===== src/rtl/uart_rx_fifo.sv =====
// uart_rx_fifo
// Receive-side byte buffer placed directly after the UART receiver. Each good
// frame, marked by a rising edge on eoc_flag, is stored in a DEPTH-entry
// circular FIFO. The host drains it through a first-word-fall-through port.
// A byte that arrives while the FIFO is full is dropped. Each drop sets a
// sticky overflow flag and bumps a saturating drop counter.
//
// Ports
//   clk          system clock, shared with the UART receiver
//   rst          asynchronous reset, active-low
//   buffer_RX    received byte, stable while eoc_flag is high
//   eoc_flag     end-of-communication flag, high only for a good frame
//   rd_en        pop request from the consumer
//   clr_overflow synchronous clear of overflow and drop_cnt
//   rd_data      head-of-FIFO byte, valid when rd_valid is high
//   rd_valid     FIFO not empty
//   full         count == DEPTH
//   empty        count == 0
//   count        number of stored bytes, 0..DEPTH
//   overflow     sticky flag: at least one byte has been dropped
//   drop_cnt     number of dropped bytes, saturates at 255

module uart_rx_fifo #(
    parameter int DEPTH  = 16,
    parameter int ADDR_W = 4
) (
    input  logic              clk,
    input  logic              rst,
    input  logic [7:0]        buffer_RX,
    input  logic              eoc_flag,
    input  logic              rd_en,
    input  logic              clr_overflow,
    output logic [7:0]        rd_data,
    output logic              rd_valid,
    output logic              full,
    output logic              empty,
    output logic [ADDR_W:0]   count,
    output logic              overflow,
    output logic [7:0]        drop_cnt
);

    localparam logic [ADDR_W:0] CNT_FULL = (ADDR_W+1)'(DEPTH);

    logic [7:0]        mem [DEPTH];
    logic [ADDR_W-1:0] wr_ptr_q, wr_ptr_d;
    logic [ADDR_W-1:0] rd_ptr_q, rd_ptr_d;
    logic [ADDR_W:0]   count_q, count_d;
    logic              eoc_q;
    logic              overflow_q, overflow_d;
    logic [7:0]        drop_cnt_q, drop_cnt_d;

    logic wr_ev;
    logic pop;
    logic wr_ok;
    logic drop;

    // eoc_q resets high, so a flag that is already high when reset is
    // released does not count as a new frame.
    assign wr_ev = eoc_flag & ~eoc_q;
    assign pop   = rd_en & (count_q != '0);
    // A pop in the same cycle frees a slot, so a write at full still succeeds.
    assign wr_ok = wr_ev & ((count_q != CNT_FULL) | pop);
    assign drop  = wr_ev & (count_q == CNT_FULL) & ~pop;

    always_comb begin
        wr_ptr_d   = wr_ptr_q;
        rd_ptr_d   = rd_ptr_q;
        count_d    = count_q;
        overflow_d = overflow_q;
        drop_cnt_d = drop_cnt_q;

        if (wr_ok) begin
            wr_ptr_d = wr_ptr_q + ADDR_W'(1);
        end
        if (pop) begin
            rd_ptr_d = rd_ptr_q + ADDR_W'(1);
        end

        if (wr_ok && !pop) begin
            count_d = count_q + (ADDR_W+1)'(1);
        end else if (!wr_ok && pop) begin
            count_d = count_q - (ADDR_W+1)'(1);
        end

        // A drop in the same cycle as a clear wins: the counter restarts at 1.
        if (drop) begin
            overflow_d = 1'b1;
            if (clr_overflow) begin
                drop_cnt_d = 8'd1;
            end else if (drop_cnt_q != 8'hFF) begin
                drop_cnt_d = drop_cnt_q + 8'd1;
            end
        end else if (clr_overflow) begin
            overflow_d = 1'b0;
            drop_cnt_d = 8'd0;
        end
    end

    always_ff @(posedge clk or negedge rst) begin
        if (!rst) begin
            wr_ptr_q   <= '0;
            rd_ptr_q   <= '0;
            count_q    <= '0;
            eoc_q      <= 1'b1;
            overflow_q <= 1'b0;
            drop_cnt_q <= 8'd0;
        end else begin
            wr_ptr_q   <= wr_ptr_d;
            rd_ptr_q   <= rd_ptr_d;
            count_q    <= count_d;
            eoc_q      <= eoc_flag;
            overflow_q <= overflow_d;
            drop_cnt_q <= drop_cnt_d;
        end
    end

    // Storage is not reset; its contents only matter once count says so.
    always_ff @(posedge clk) begin
        if (wr_ok) begin
            mem[wr_ptr_q] <= buffer_RX;
        end
    end

    assign rd_data  = mem[rd_ptr_q];
    assign count    = count_q;
    assign full     = (count_q == CNT_FULL);
    assign empty    = (count_q == '0);
    assign rd_valid = (count_q != '0);
    assign overflow = overflow_q;
    assign drop_cnt = drop_cnt_q;

endmodule


===== config.mk =====
export PLATFORM = sky130hd
export DESIGN_NAME = uart_rx_fifo
export DESIGN_NICKNAME = d
export VERILOG_FILES = /design/src/rtl/uart_rx_fifo.sv
export SDC_FILE = /design/constraint.sdc
export NUM_CORES = 1
export LEC_CHECK = 0
export CAP_MARGIN = 20
export CORE_ASPECT_RATIO = 1.75
export CORE_UTILIZATION = 40
export CTS_CLUSTER_SIZE = 14
export DETAILED_ROUTE_END_ITERATION = 16
export HOLD_SLACK_MARGIN = 0.06
export MAX_ROUTING_LAYER = met4
export SYNTH_ARGS = -nofsm -noshare
export SYNTH_HDL_FRONTEND = slang
export SYNTH_SLANG_ARGS = --single-unit

===== constraint.sdc =====
create_clock -name clk -period 5.6 [get_ports clk]
set_input_delay 1.12 -clock clk [delete_from_list [all_inputs] [get_ports clk]]
set_output_delay 1.12 -clock clk [all_outputs]
set_load 0.005 [all_outputs]

==> impl_metrics.env, run 1 <==
export IMPL_worstHoldEndpoint="overflow$_DFFE_PN0P_"
export IMPL_syn_inst=344
export IMPL_reg2reg_to="count[4]$_DFFE_PN0P_"
export IMPL_grt_max_degree=26
export IMPL_die_y_um=167
export IMPL_synthDistinctLibCells=41
export IMPL_syn_to_final_growth_pct=19.7
export IMPL_die_area_um2=16000
export IMPL_synth_top_family_by_area="multiplexers"
export IMPL_path_cells="buf_4 > mux4_2 > a22oi_1 > nand2_1 > clkdlybuf4s50_1"
export IMPL_crit_type="flip-flop to output port"
export IMPL_synthAdderAreaFrac_pct=2.34
export IMPL_ctsResizeCount=0
export IMPL_setup_tns_ps=0
export IMPL_critPathLaunchType="flip-flop"
export IMPL_status="complete, no violations"
export IMPL_fin_nets=413
export IMPL_first_global_vias=3504
export IMPL_clk_latency_ps=410
export IMPL_core_um2=15000
export IMPL_first_pass_iters=5
export IMPL_hold_buffers=0
export IMPL_fillers=1245
export IMPL_drv_slew=0
export IMPL_holdPathStages=2
export IMPL_clockBufferDepth=2
export IMPL_dp_slack_ps=1810
export IMPL_finalClockSkew_ps=8.03
export IMPL_min_period_ps=4120
export IMPL_syn_nets=368
export IMPL_cts_buffers=17
export IMPL_fin_cells=585
export IMPL_synth_compound_area_share_pct=4.60
export IMPL_reg2regPathDepth=8
export IMPL_dpl_cell_count=553
export IMPL_ys_seq_elements=151
export IMPL_grt_antenna_before_repair=0
export IMPL_critical_path_required_ps=4480
export IMPL_setup_viol=0
export IMPL_final_cell_mix="edfxtp_1, clkdlybuf4s50_1, mux4_2, nand2_1, dfrtp_1"
export IMPL_dp_hpwl_um=8610
export IMPL_cpPeakStageDelay_ps=900
export IMPL_max_slew_margin_pct=45.8
export IMPL_ir_worst_vdd_mv=0.244
export IMPL_cp_max_fo=25
export IMPL_muxShareOfSynthArea_pct=12.5
export IMPL_clk_pin_slew_ps=60
export IMPL_setup_slack_ps=1480
export IMPL_r2r_start="count[1]$_DFFE_PN0P_"
export IMPL_root_buffer="clkbuf_16"
export IMPL_synth_xor_area_share_pct=1.27
export IMPL_drv_cap=0
export IMPL_pin_count=38
export IMPL_wl_per_cell_um=21.2
export IMPL_rows=59
export IMPL_routabilityCongestion=0.776
export IMPL_crit_path_end_kind="output port"
export IMPL_io_buffers=37
export IMPL_cpLargestDelayFamily="flip-flops"
export IMPL_overflow=0
export IMPL_worst_pin_slew_ps=812
export IMPL_grt_total_usage_pct=17.9
export IMPL_tritoncts="built"
export IMPL_crit_slowest_cell="dfrtp_2"
export IMPL_synthFlopType="edfxtp_1"
export IMPL_hold_start="overflow$_DFFE_PN0P_"
export IMPL_drc_errors=0
export IMPL_drive_gt1_share_pct=19.4
export IMPL_syn_cell_area_um2=6200
export IMPL_vias=3248
export IMPL_synth_area_per_cell_um2=18.0
export IMPL_synth_edff_count=128
export IMPL_post_cts_buffers=0
export IMPL_ant_nets=0
export IMPL_p_leak_uw=0.00255
export IMPL_yosysWarnings=0
export IMPL_totalWireLength_um=12400
export IMPL_htreeDepth=4
export IMPL_postPlaceCellArea_um2=6790
export IMPL_stdcell_area_um2=7420
export IMPL_total_power_uw=3620
export IMPL_r2r_slack_ps=2510
export IMPL_insertedDiodeCount=0
export IMPL_synthArstFlopShare_pct=15.2
export IMPL_timing_fmax_mhz=243
export IMPL_grt_pass1_wl_um=19700
export IMPL_hold_path_class="flip-flop to flip-flop"
export IMPL_hold_viol=0
export IMPL_via_per_inst=5.55
export IMPL_fin_crit_sh_pct=73.6
export IMPL_worstPathArrival_ps=3000
export IMPL_pwr_density_cell_nw_per_um2=488
export IMPL_final_common_cell="edfxtp_1"
export IMPL_initial_core_util_pct=41.4
export IMPL_ys_seq_area_share_pct=71.3
export IMPL_drt_initial_drc_count=175
export IMPL_path_buf_inv=2
export IMPL_die_w_um=96.1
export IMPL_yosys_area_share_simple_pct=6.44
export IMPL_rsz0062_at_grt="no"
export IMPL_cts_sinks=151
==> flip-flops by register name, summed over array words and instances, names as in the netlist <==
signal / cells
rd_ptr_q: 4
count: 5
mem: 128
drop_cnt: 8
eoc_q: 1
overflow: 1
wr_ptr_q: 4
==> cell usage after synthesis, types with 2 or more instances <==
master | number | area share, %
edfxtp_1 | 128 | 62
mux4_2 | 32 | 12
dfrtp_1 | 22 | 8.9
nand2_1 | 21 | 1.3
and3_1 | 17 | 1.7
a22oi_1 | 16 | 1.9
ha_1 | 10 | 2.0
inv_1 | 9 | 0.54
clkbuf_1 | 8 | 0.48
o21ai_0 | 8 | 0.65
xnor2_1 | 7 | 0.99
a21oi_1 | 6 | 0.48
nor2_1 | 6 | 0.36
buf_2 | 5 | 0.40
nor3_1 | 5 | 0.40
nand3_1 | 4 | 0.32
nor2b_1 | 4 | 0.40
mux2i_1 | 3 | 0.48
nand4_1 | 3 | 0.30
or3_1 | 3 | 0.30
a21o_2 | 2 | 0.28
and2_1 | 2 | 0.20
and2_2 | 2 | 0.24
buf_1 | 2 | 0.12
mux2_2 | 2 | 0.36
xor2_1 | 2 | 0.28
==> per-layer routing <==
layer | global-route usage (%) | part of all wire (%) | up-vias | wire length [um]
li1 | - | - | 1473 | -
met1 | 19.0 | 37 | 1681 | 4570
met2 | 31.5 | 58 | 78 | 7240
met3 | 3.56 | 3.0 | 16 | 366
met4 | 7.07 | 1.7 | 0 | 211
met5 | - | 0 | - | 0
==> worst min-delay path, delay by kind of cell (launching register included) <==
kind	cells	cell delay, ps
buffers and inverters	1	50
flip-flops	1	390
AO/OA/AOI/OAI	1	60
==> power breakdown <==
group          leakage [uW]  switching, uW  internal, uW
clock              0.000289            447           750
sequential          0.00144            159          1320
combinational      0.000818            419           529
total               0.00255           1030          2600
==> worst max-delay path by stage <==
stage | to | startpoint | slack (ps) | depth (start not counted)
2_1_floorplan | count[4]$_DFFE_PN0P_ | rd_en | 2290 | 9
3_3_place_gp | rd_data[2] | rd_ptr_q[0]$_DFFE_PN0P_ | 1830 | 5
3_5_place_dp | rd_data[2] | rd_ptr_q[0]$_DFFE_PN0P_ | 1810 | 5
4_1_cts | rd_data[2] | rd_ptr_q[0]$_DFFE_PN0P_ | 1360 | 5
5_1_grt | rd_data[0] | rd_ptr_q[0]$_DFFE_PN0P_ | 1190 | 5
6_report | rd_data[2] | rd_ptr_q[0]$_DFFE_PN0P_ | 1480 | 5
==> cells by family (layout without fill, tap and decap cells) <==
family                   after synthesis  count (layout)
AO/OA/AOI/OAI                         40              40
XOR/XNOR                               9               9
adder cells (fa/ha/maj)               11              11
buffers and inverters                 24              82
flip-flops                           151             151
multiplexers                          37              37
AND/OR/NAND/NOR                       72              72
==> final cells by class <==
cell class	count	area, um^2	area share, %
inverters	9	33.8	0.455
repair buffers	41	420	5.67
well taps	183	229	3.09
flip-flops and latches	151	4420	59.6
clock buffers	18	429	5.78
clock inverters	14	199	2.68
multi-input cells	169	1690	22.7
==> through the flow <==
stage          hold slack, ps  util (%)
5_1_grt                   592      49.5
2_1_floorplan             490         -
3_5_place_dp              526      45.3
6_report                  535      49.5
3_3_place_gp              507      45.1
4_1_cts                   538      49.5
(Power assumes the default switching activity.)
==> inputs of run 2 (changes only) <==
- clock period: 5.6 -> 3.51 ns (I/O delays scaled with it)
==> run 2 against run 1 <==
Against the previous run:
- critical endpoint is now rd_data[4]
- combinational power up 77%
- final cell count up 0.51%
- setup slack worse by 1200 ps
- largest power group unchanged
==> impl_metrics.env, run 2 (synthesis results as in run 1) <==
export IMPL_status="complete, no violations"
export IMPL_drt_initial_drc_count=215
export IMPL_io_buffers=37
export IMPL_cp_max_fo=17
export IMPL_worstPathArrival_ps=2510
export IMPL_drv_cap=0
export IMPL_worst_pin_slew_ps=796
export IMPL_die_area_um2=16000
export IMPL_syn_to_final_growth_pct=18.7
export IMPL_critical_path_required_ps=2810
export IMPL_vias=3233
export IMPL_crit_type="flip-flop to output port"
export IMPL_overflow=0
export IMPL_fin_nets=416
export IMPL_max_slew_margin_pct=46.8
export IMPL_grt_antenna_before_repair=0
export IMPL_rsz0062_at_grt="no"
export IMPL_postPlaceCellArea_um2=6800
export IMPL_fin_crit_sh_pct=91.6
export IMPL_ant_nets=0
export IMPL_reg2regPathDepth=9
export IMPL_drc_errors=0
export IMPL_min_period_ps=3210
export IMPL_htreeDepth=4
export IMPL_final_util_pct=49.1
export IMPL_grt_pass1_wl_um=18900
export IMPL_grt_total_usage_pct=17.2
export IMPL_cts_buffers=17
export IMPL_p_leak_uw=0.00254
export IMPL_clockBufferDepth=2
export IMPL_total_power_uw=5620
export IMPL_first_pass_iters=6
export IMPL_clk_latency_ps=410
export IMPL_drive_gt1_share_pct=20.2
export IMPL_critPathLaunchType="flip-flop"
export IMPL_hold_path_class="input port to asynchronous set/reset pin"
export IMPL_first_global_vias=3424
export IMPL_routabilityCongestion=0.760
export IMPL_tritoncts="built"
export IMPL_timing_fmax_mhz=311
export IMPL_pin_count=38
export IMPL_grt_max_degree=36
export IMPL_crit_path_end_kind="output port"
export IMPL_setup_viol=0
export IMPL_wl_per_cell_um=20.6
export IMPL_die_y_um=167
export IMPL_largest_reg_flops=128
export IMPL_totalWireLength_um=12100
export IMPL_final_cell_mix="edfxtp_1, clkdlybuf4s50_1, mux4_2, nand2_1, dfrtp_1"
export IMPL_hold_viol=0
export IMPL_cts_sinks=151
export IMPL_root_buffer="clkbuf_16"
export IMPL_via_per_inst=5.50
export IMPL_stdcell_area_um2=7360
export IMPL_die_w_um=96.1
export IMPL_insertedDiodeCount=0
export IMPL_initial_core_util_pct=41.4
export IMPL_fillers=1260
export IMPL_core_um2=15000
export IMPL_ir_worst_vdd_mv=0.446
export IMPL_hold_buffers=0
export IMPL_drv_slew=0
export IMPL_ctsResizeCount=0
export IMPL_post_cts_buffers=0
export IMPL_pwr_density_cell_nw_per_um2=764
export IMPL_finalClockSkew_ps=9.87
export IMPL_top_register="mem"
export IMPL_dp_hpwl_um=8160
export IMPL_rows=59
export IMPL_setup_tns_ps=0
export IMPL_final_common_cell="edfxtp_1"
export IMPL_clk_pin_slew_ps=60
## run 2: cell types whose count changed in the layout (fill, tap and decap cells not counted), sizes merged
cell,before,now
buf,4,7
bufinv,4,0
clkinvlp,5,3
inv,12,18
## run 2: layout make-up
type                            instances  area [um^2]  share of cell area [%]
Multi-Input combinational cell        169         1690                    22.9
Sequential cell                       151         4420                    60.1
Clock inverter                         14          131                    1.79
Clock buffer                           18          429                    5.83
Inverter                                9         33.8                   0.459
Timing Repair Buffer                   44          423                    5.75
Tap cell                              183          229                    3.11
## run 2: per-stage QoR
stage               hold slack [ps]  cells  setup slack (ps)
finish                          526    588               296
global route                    541    588               161
CTS                             513    588               246
detailed placement              513    556               227
global placement                515    556               342
floorplan                       406    344               619
## run 2: power by group
part / total, uW / switching [uW] / internal [uW]
clock: 1700 / 766 / 938
combinational: 1680 / 818 / 861
sequential: 2230 / 126 / 2110
total: 5620 / 1710 / 3910
## run 2: worst max-delay path, cell delays in order, from the launching register on
cell	delay (ps)
dfrtp_2	350
buf_4	340
mux4_2	560
a22oi_1	280
nand2_1	110
clkdlybuf4s50_1	460
## run 2: worst paths after layout
check,start,endpoint,slack [ps]
max in group asynchronous,rst,eoc_q$_DFF_PN1_,2390
min,rst,count[2]$_DFFE_PN0P_,530
min reg2reg,drop_cnt[6]$_DFFE_PN0P_,drop_cnt[6]$_DFFE_PN0P_,530
min in group clk,drop_cnt[6]$_DFFE_PN0P_,drop_cnt[6]$_DFFE_PN0P_,530
max reg2reg,count[0]$_DFFE_PN0P_,count[4]$_DFFE_PN0P_,630
max,rd_ptr_q[0]$_DFFE_PN0P_,rd_data[4],300
## run 2: metal layers
| layer | up-vias | share of wire [%] | track usage [%] |
|---|---|---|---|
| li1 | 1480 | - | - |
| met1 | 1674 | 38 | 18.5 |
| met2 | 69 | 58 | 30.3 |
| met3 | 10 | 2.7 | 4.06 |
| met4 | 0 | 1.5 | 5.65 |
| met5 | - | 0 | - |
==> inputs of run 3 (changes only) <==
- CORE_MARGIN: default -> 2
- clock period: 3.51 -> 2.6 ns (I/O delays scaled with it)
==> run 3 against run 2 <==
Against the previous run:
- power up 44%
- clock-buffer cell count down 1
- utilization up 3.0 points
- first-iteration DRC count down 42%
- sequential share of layout area down 4.3 points
- non-clock buffer count up 44
- critical path type unchanged
- flip-flop and latch count unchanged
- the run now ends with setup timing left
- largest cell class unchanged
- critical path depth up 1
==> impl_metrics.env, run 3 (synthesis results as in run 1) <==
export IMPL_drv_slew=0
export IMPL_die_y_um=169
export IMPL_ant_nets=0
export IMPL_largest_reg_flops=128
export IMPL_crit_path_end_kind="output port"
export IMPL_ir_worst_vdd_mv=0.586
export IMPL_grt_max_degree=34
export IMPL_hold_path_class="input port to asynchronous set/reset pin"
export IMPL_final_common_cell="edfxtp_1"
export IMPL_p_leak_uw=0.00284
export IMPL_grt_total_usage_pct=17.3
export IMPL_critical_path_required_ps=2080
export IMPL_pin_count=38
export IMPL_startpoint="rd_ptr_q[0]$_DFFE_PN0P_"
export IMPL_clock_power_share_pct=28.5
export IMPL_totalWireLength_um=13000
export IMPL_cts_sinks=151
export IMPL_worst_pin_slew_ps=593
export IMPL_pwr_density_cell_nw_per_um2=1020
export IMPL_final_cell_mix="edfxtp_1, buf_4, mux4_2, clkdlybuf4s50_1, nand2_1"
export IMPL_cp_max_fo=7
export IMPL_io_buffers=37
export IMPL_grt_antenna_before_repair=0
export IMPL_routabilityCongestion=0.764
export IMPL_drv_cap=0
export IMPL_share_comb_of_total_power_pct=33.8
export IMPL_min_period_ps=2620
export IMPL_drc_errors=0
export IMPL_rows=60
export IMPL_max_slew_margin_pct=60.4
export IMPL_top_register="mem"
export IMPL_grt_pass1_wl_um=20500
export IMPL_die_area_um2=16500
export IMPL_worstPathArrival_ps=2100
export IMPL_die_w_um=98.1
export IMPL_multiInputGateArea_um2=1790
export IMPL_violations="setup timing"
export IMPL_switching_power_uw=2500
export IMPL_clk_pin_slew_ps=70
export IMPL_drive_gt1_share_pct=35.0
export IMPL_fin_crit_sh_pct=101
export IMPL_vias=3414
export IMPL_tritoncts="built"
export IMPL_finalClockSkew_ps=8.63
export IMPL_overflow=0
export IMPL_fin_cells=635
export IMPL_total_power_uw=8080
export IMPL_cts_buffers=17
export IMPL_r2r_start="count[2]$_DFFE_PN0P_"
export IMPL_cpPeakStageDelay_ps=500
export IMPL_root_buffer="clkbuf_16"
export IMPL_initial_core_util_pct=40.7
export IMPL_internal_power_uw=5580
export IMPL_clockBufferDepth=2
export IMPL_insertedDiodeCount=0
export IMPL_wl_per_cell_um=20.5
export IMPL_fillers=1233
export IMPL_cpLargestDelayFamily="multiplexers"
export IMPL_critPathLaunchType="flip-flop"
export IMPL_timing_fmax_mhz=381
export IMPL_fin_nets=460
export IMPL_drt_initial_drc_count=124
export IMPL_path_buf_inv=3
export IMPL_hold_viol=0
export IMPL_seq_power_share_pct=37.7
export IMPL_core_um2=15200
export IMPL_clk_latency_ps=420
export IMPL_reg2regPathDepth=10
export IMPL_htreeDepth=4
export IMPL_crit_cells=6
export IMPL_dp_hpwl_um=8870
export IMPL_rsz0062_at_grt="yes"
export IMPL_setup_slack_ps=-21.3
export IMPL_setup_viol=1
export IMPL_path_cells="buf_12 > buf_6 > mux4_2 > a22oi_2 > nand2_2 > buf_2"
export IMPL_crit_slowest_cell="mux4_2"
export IMPL_syn_to_final_growth_pct=28.0
export IMPL_seqCellArea_um2=4430
export IMPL_via_per_inst=5.38
export IMPL_status="complete, but fails checks"
export IMPL_first_global_vias=3725
export IMPL_dpl_cell_count=590
export IMPL_switching_share_pct=31.0
export IMPL_crit_type="flip-flop to output port"
export IMPL_first_pass_iters=4
[run 3: changes by cell type in the layout (fill, tap and decap cells not counted), sizes merged]
cell | previous run | this run
buf | 7 | 59
clkbuf | 18 | 17
clkdlybuf4s50 | 37 | 28
clkinv | 2 | 3
clkinvlp | 3 | 2
dlymetal6s2s | 0 | 1
inv | 18 | 19
[run 3: area by class of cell]
type                    count  share of cell area [%]
repair buffers             88                    11.3
clock inverters            15                    1.67
well taps                 186                    2.93
multi-input cells         169                    22.6
flip-flops and latches    151                    55.8
inverters                   9                   0.426
clock buffers              17                    5.36
[run 3: power groups by stage]
stage	Combinational (uW)	Clock, uW	Sequential [uW]
final	2730	2300	3050
after global placement	2480	0	3080
after CTS	2870	2360	3060
after detailed placement	2550	0	3090
after global routing	2980	2450	3070
after floorplan	1470	0	3040
[run 3: path summary, 6_finish.rpt]
| check | slack (ps) | to |
|---|---|---|
| min in group clk | 540 | overflow$_DFFE_PN0P_ |
| min | 460 | count[3]$_DFFE_PN0P_ |
| min reg2reg | 540 | overflow$_DFFE_PN0P_ |
| max in group asynchronous | 1860 | eoc_q$_DFF_PN1_ |
| max reg2reg | 140 | count[4]$_DFFE_PN0P_ |
| max | -20 | rd_data[5] |
[run 3: routing by layer]
metal	vias to the layer above	track usage [%]	share of wire (%)
met5	-	-	0
met2	73	33.0	60
li1	1571	-	-
met1	1745	17.0	35
met4	0	6.58	2.2
met3	25	3.39	2.8
[run 3: timing repair]
item,CTS,global route
setup buffers,12,3
cloned,2,0
hold buffers,0,0
endpoints found under the setup margin,10,11
pin swaps,17,6
gates resized for setup,51,5
[run 3: metrics by stage]
| stage | setup slack (ps) | instance area [um^2] | util [%] | hold WS, ps | setup TNS (ps) |
|---|---|---|---|---|---|
| after global placement | -216 | 7200 | 47.3 | 508 | -378 |
| final | -21.3 | 7940 | 52.1 | 456 | -21.3 |
| after detailed placement | -289 | 7200 | 47.3 | 525 | -497 |
| after floorplan | 26.2 | 6240 | - | 224 | 0 |
| after global routing | -78.2 | 7940 | 52.1 | 477 | -341 |
| after CTS | -57.4 | 7970 | 52.3 | 457 | -194 |
